### config.mk
export PLATFORM = sky130hd
export DESIGN_NAME = line_word_stream
export DESIGN_NICKNAME = d
export VERILOG_FILES = /design/src/rtl/line_word_stream.sv
export SDC_FILE = /design/constraint.sdc
export NUM_CORES = 1
export LEC_CHECK = 0
export ABC_AREA = 1
export ABC_CLOCK_PERIOD_IN_PS = 10700
export BUFFER_PORTS_ARGS = -buffer_cell sky130_fd_sc_hd__buf_2
export CORE_ASPECT_RATIO = 1.1
export CORE_UTILIZATION = 53
export DETAILED_ROUTE_END_ITERATION = 6
export GPL_ROUTABILITY_DRIVEN = 0
export PLACE_DENSITY = 0.8
export SLEW_MARGIN = 20
export SYNTH_ARGS = -nofsm -noshare
export SYNTH_HDL_FRONTEND = slang
export SYNTH_SLANG_ARGS = --single-unit
### constraint.sdc
create_clock -name clk -period 10.7 [get_ports clk]
set_input_delay 0.535 -clock clk [delete_from_list [all_inputs] [get_ports clk]]
set_output_delay 0.535 -clock clk [all_outputs]
set_load 0.05 [all_outputs]
### src/rtl/line_word_stream.sv
// line_word_stream
//   Line/word converter for the cache datapath.
//   Split channel: accepts a full cache line and streams its words one per
//   handshake, critical-word-first (start_idx), wrapping past the last word.
//   Pack channel: collects indexed words in any order into a full line and
//   presents it once every slot has been written at least once.
//
// Ports
//   clk, rst        rising-edge clock; asynchronous active-high reset
//   line_in/line_valid/start_idx/line_ready     split line input
//   word_out/word_idx/word_last/word_valid/word_ready   split word output
//   word_in/word_in_idx/word_in_valid/word_in_ready     pack word input
//   pack_clear      synchronous abort of the pack channel
//   line_out/line_out_valid/line_out_ready      packed line output
//
// Handshake: a transfer happens on a rising clk edge where valid && ready.
// A producer holds its payload stable while valid && !ready. Every ready and
// valid output here is decoded from registered state only, so no input
// reaches any output combinationally. The two channels share nothing.
module line_word_stream #(
  parameter int WORD_W = 16,
  parameter int NWORDS = 8,
  localparam int LINE_W = WORD_W * NWORDS,
  localparam int IDX_W  = $clog2(NWORDS)
) (
  input  logic              clk,
  input  logic              rst,
  input  logic [LINE_W-1:0] line_in,
  input  logic              line_valid,
  input  logic [IDX_W-1:0]  start_idx,
  output logic              line_ready,
  output logic [WORD_W-1:0] word_out,
  output logic [IDX_W-1:0]  word_idx,
  output logic              word_last,
  output logic              word_valid,
  input  logic              word_ready,
  input  logic [WORD_W-1:0] word_in,
  input  logic [IDX_W-1:0]  word_in_idx,
  input  logic              word_in_valid,
  output logic              word_in_ready,
  input  logic              pack_clear,
  output logic [LINE_W-1:0] line_out,
  output logic              line_out_valid,
  input  logic              line_out_ready
);

  localparam logic [IDX_W-1:0] LAST_CNT = IDX_W'(NWORDS - 1);

  // ---------------------------------------------------------------- split
  typedef enum logic {S_IDLE, S_STREAM} split_state_t;

  split_state_t      s_state, s_next;
  logic [LINE_W-1:0] buffer;
  logic [IDX_W-1:0]  ptr;
  logic [IDX_W-1:0]  cnt;   // words already handed out for this line
  logic              line_take;
  logic              word_take;

  always_comb begin
    s_next    = s_state;
    line_take = 1'b0;
    word_take = 1'b0;
    case (s_state)
      S_IDLE: begin
        if (line_valid) begin
          line_take = 1'b1;
          s_next    = S_STREAM;
        end
      end
      S_STREAM: begin
        if (word_ready) begin
          word_take = 1'b1;
          if (cnt == LAST_CNT) s_next = S_IDLE;
        end
      end
      default: s_next = S_IDLE;
    endcase
  end

  always_ff @(posedge clk or posedge rst) begin
    if (rst) begin
      s_state <= S_IDLE;
      buffer  <= '0;
      ptr     <= '0;
      cnt     <= '0;
    end else begin
      s_state <= s_next;
      if (line_take) begin
        buffer <= line_in;
        ptr    <= start_idx;
        cnt    <= '0;
      end else if (word_take) begin
        // ptr wraps naturally because NWORDS is a power of two
        ptr <= ptr + 1'b1;
        cnt <= cnt + 1'b1;
      end
    end
  end

  assign line_ready = (s_state == S_IDLE);
  assign word_valid = (s_state == S_STREAM);
  assign word_out   = buffer[int'(ptr)*WORD_W +: WORD_W];
  assign word_idx   = ptr;
  assign word_last  = (s_state == S_STREAM) && (cnt == LAST_CNT);

  // ----------------------------------------------------------------- pack
  typedef enum logic {P_FILL, P_FULL} pack_state_t;

  pack_state_t       p_state, p_next;
  logic [NWORDS-1:0] mask, mask_next;
  logic [LINE_W-1:0] slots;
  logic              slot_we;

  always_comb begin
    p_next    = p_state;
    mask_next = mask;
    slot_we   = 1'b0;
    if (pack_clear) begin
      // abort wins over a same-cycle write and drops any held line
      p_next    = P_FILL;
      mask_next = '0;
    end else begin
      case (p_state)
        P_FILL: begin
          if (word_in_valid) begin
            slot_we   = 1'b1;
            // rewriting a set slot leaves the mask unchanged
            mask_next = mask | (NWORDS'(1) << word_in_idx);
            if (&mask_next) p_next = P_FULL;
          end
        end
        P_FULL: begin
          if (line_out_ready) begin
            mask_next = '0;
            p_next    = P_FILL;
          end
        end
        default: p_next = P_FILL;
      endcase
    end
  end

  always_ff @(posedge clk or posedge rst) begin
    if (rst) begin
      p_state <= P_FILL;
      mask    <= '0;
      slots   <= '0;
    end else begin
      p_state <= p_next;
      mask    <= mask_next;
      if (slot_we) slots[int'(word_in_idx)*WORD_W +: WORD_W] <= word_in;
    end
  end

  assign word_in_ready  = (p_state == P_FILL);
  assign line_out_valid = (p_state == P_FULL);
  assign line_out       = slots;

endmodule

-- Yosys cells after proc, flatten, opt, wreduce, memory -nomap -nowiden
Index checks and enable logic that the tools add are counted.
- $add $sub $neg: 3
- equality and inequality tests: 3
- shift-type cells: 4
- muxes and demuxes: 24
- bitwise logic cells: 3
- reduce and logical (&&, ||, !) cells: 4
- operators with widths (cell ; count):
    $bwmux 128 ; 1
    $shift 16x33->128 const A ; 1
    $shiftx 128x8->16 ; 1
    $shiftx 16x33->128 ; 1
    $neg 7->33 ; 1
    $mux 8 ; 3
    $pmux 8 s2 ; 1
    $mux 1 ; 13
    $mux 3 ; 4
    $or 8x8->8 ; 1
    $reduce_and 8->1 ; 1
    $shl 1x3->8 const A ; 1
    $add 3x1->3 const B ; 2
    $pmux 1 s2 ; 2
    $eq 3x3->1 const B ; 1
    $ne 3x2->1 const B ; 1
    $ne 3x3->1 const B ; 1
    $not 1->1 ; 2
    $reduce_and 2->1 ; 1
    $reduce_bool 2->1 ; 1
    $logic_and 1x1->1 ; 1
- register bits after elaboration: 272
- input port bits: 157
- output and inout bits: 152
- logic and storage cells: 48

-- Logic depth before layout (Yosys ltp)
- depth after elaboration: 7
- mapped depth: 11

-- Least setup slack after synthesis
OpenSTA, ideal clock, no wires.
- path kind: reg-to-output
- start point: register ptr[0] (netlist: word_idx[0])
- end point: output port word_out[12]
- arrival: 1.823 ns
- slack: 8.342 ns
- cell stages (with the launch flop): 9
- buffers on the path: 3
- path through: dfrtp_1 buf_2 inv_1 buf_2 buf_2 nor2_1 o22ai_1 nand2_1 nand2_1
- cells in the longest elaborated chain, start to end: 1
- RTL lines (what ; RTL line ; source):
    start, declared ; 54 ; logic [IDX_W-1:0] ptr;
    start signal, assigned ; 90 ; ptr <= start_idx;
    start signal, assigned ; 94 ; ptr <= ptr + 1'b1;
    $shiftx 128x8->16 ; 102 ; assign word_out = buffer[int'(ptr)*WORD_W +: WORD_W];
    end, declared ; 32 ; output logic [WORD_W-1:0] word_out,
No other way between the ends.

-- Final worst setup path
- start point: register ptr[0] (netlist: word_idx[0])
- end point: output port word_out[9]
The elaborated chain is that of the path after synthesis.

==> flow_summary.toml <==
[global_routing]
grt_overflow_total = 0
grt_pass1_wl_mm = 55.1
antenna_found_initial = 1
grt_pass1_vias = 10500
grt_max_degree = 139
track_usage_pct = 29.5

[clocking]
cts_tree = "done"
post_cts_buffers = 0
path_clk_slew_ns = 0.06
cts_buffers = 29
htree_levels = 1
cts_sinks = 272
clk-insertion-delay-late_ns = 0.54
ctsRootBufferMaster = "clkbuf_16"
hold_buffers = 0
cts.path.max_buffers = 3
ctsResizeCount = 0

[floorplanning]
die_y_um = 160
dieArea_sq_mm = 0.0234
num_rows = 57
core_area_sq_mm = 0.0223
die_x_um = 146
start_util_pct = 54.4
io_pins = 309

[cells_and_area]
drive_gt1_share_pct = 21.5
syn_to_final_growth_pct = 21.9
postLayoutCoreUtil_pct = 66.3
fillCellCount = 1863
mostFrequentLayoutCell = "nand2_1"
final_nets = 1943
final_cell_mix = "nand2_1 (609), buf_2 (308), dfrtp_1 (271)"

[critical_path]
criticalPathCategory = "flip-flop to primary output"
cp_cell_sequence = "inv_1 -> buf_4 -> o21ai_0 -> o22ai_1 -> nand2_1 -> nand2_1 -> buf_2"
worstPathRequired_ns = 10.17
rr_worst_depth = 5
crit_top_cell = "nand2_1"
cpPeakStageDelay_ns = 0.44
r2r_start = "word_valid"
cp_slowest_cell = "buf_4"
r2r-end = "buffer[42]"
cp.arrival_ns = 2.78
worstPathMaxFanout = 34
crit_family = "buffers and inverters"
reg2reg_slack_ns = 8.20
cp-end-kind = "primary output"
startpoint_type = "flip-flop"
cp_num_buf_inv = 3

[detailed_routing]
routed_wl_mm = 34.8
vias = 11100
drc = 0
first_iter_violations = 792
wl_per_cell_um = 16.6
ant_nets = 0
drt-pass1-iter-count = 5
viasPerCell = 5.30

[yosys]
synth_area_sq_mm = 0.0121
netlist_instances = 1514
synth_seq_cells = 272
ys_seq_area_share_pct = 56.2
syn_nets = 1680
syn_area_per_cell_sq_um = 7.99
yosysWarningCount = 0
synth.distinct_cells = 26

[pwr]
vdd_ir_drop_max_mv = 0.162
leakagePower_nw = 8.19
power_density_mw_per_mm2 = 276

[placement]
pre_cts_ws_ns = 7.05
io_buffers = 308
hpwl_mm = 23.9

[sta]
setup_viol = 0
rsz0062_at_grt = "false"
tightest_slew_ns = 1.00
worst_slack_ns = 7.39
period_share_pct = 31.0
clock_skew_ns = 0.00800
setup_tns_ns = 0
report.final.slew_viol_count = 0
fmax_mhz = 302
slew_headroom_pct = 32.9
final_hold_viol_count = 0
finalCriticalPeriod_ns = 3.31

[min_path]
min_path_type = "input pin to asynchronous set/reset pin"

[status]
status = "finished clean"

[job]
cap_viol_max_count = 0
-- layer usage --
layer  global-route usage (%)  vias to the layer above  wire length [um]  share of wire, %
met5                        0                        -                 0                 0
li1                         -                     5290                 -                 -
met2                     48.3                      491             16500                48
met3                     4.63                       82              2820               8.1
met4                     12.5                        0              1450               4.2
met1                     39.3                     5234             14000                40
-- area by class of cell --
class                           instances  area [sq um]  area share [%]
Multi-Input combinational cell       1042          4530            30.7
Inverter                              114           435            2.95
Clock buffer                           38           800            5.42
Sequential cell                       272          6810            46.2
Clock inverter                         13           175            1.19
Antenna cell                            3          7.51          0.0509
Timing Repair Buffer                  318          1630            11.0
Tap cell                              295           369            2.50
-- how the worst max path moves through the flow --
stage	slack [ns]	endpoint	depth (start not counted)	from
finish	7.39	word_out[9]	7	word_idx[0]
global route	7.28	word_out[11]	7	word_idx[0]
CTS	7.37	word_out[9]	7	word_idx[0]
detailed placement	7.05	line_out[76]	7	word_in_idx[0]
global placement	7.26	line_out[71]	7	word_in_idx[0]
floorplan	2.67	buffer[0]	1	rst
-- flip-flops by register name (all words and copies together), names as in the netlist --
name            count
buffer            128
line_out_valid      1
word_valid          1
line_out          128
cnt                 3
mask                8
word_idx            3
-- cell families (layout without fill, tap and decap cells) --
group	after synthesis	in the layout	synth area share, %
other cells	0	3	0
simple gates	731	731	23.6
fa+ha+maj	9	9	0.930
flops	272	272	56.2
compound gates	302	302	12.8
buf+inv	200	483	6.50
-- report_power, final --
part	leakage [nW]	internal [mW]	switching (mW)
registers	3.52	1.34	0.167
clock network	0.481	0.620	0.412
logic	4.19	0.391	1.14
total	8.19	2.35	1.72
-- worst register-to-register path, stage by stage (launching register included) --
cell and delay, ns:
dfrtp_1 0.47, nor2_4 0.15, buf_4 0.53, buf_4 0.81, nand2_1 0.33, nand2_1 0.13
-- synth_stat cells (all sizes together) --
cell type,instances,area (sq um)
a21oi,19,95.1
a22o,2,17.5
a22oi,1,7.51
buf,35,168
clkbuf,51,191
dfrtp,272,6810
ha,9,113
inv,114,428
nand2,610,2290
nand3,17,110
nand3b,1,7.51
nand4,5,31.3
nor2,95,389
nor3,3,20.0
o211ai,2,15.0
o21ai,262,1310
o22ai,16,100
-- metrics by stage --
step	cells	area [sq um]	hold WS, ns	power [mW]
2_1_floorplan	1514	12100	0.437	2.60
3_3_place_gp	2039	13700	0.448	3.01
3_5_place_dp	2039	13700	0.453	3.04
4_1_cts	2090	14700	0.173	4.08
5_1_grt	2092	14700	0.197	4.30
6_report	2095	14700	0.167	4.07
No activity file was read; power rests on OpenSTA's default activity.
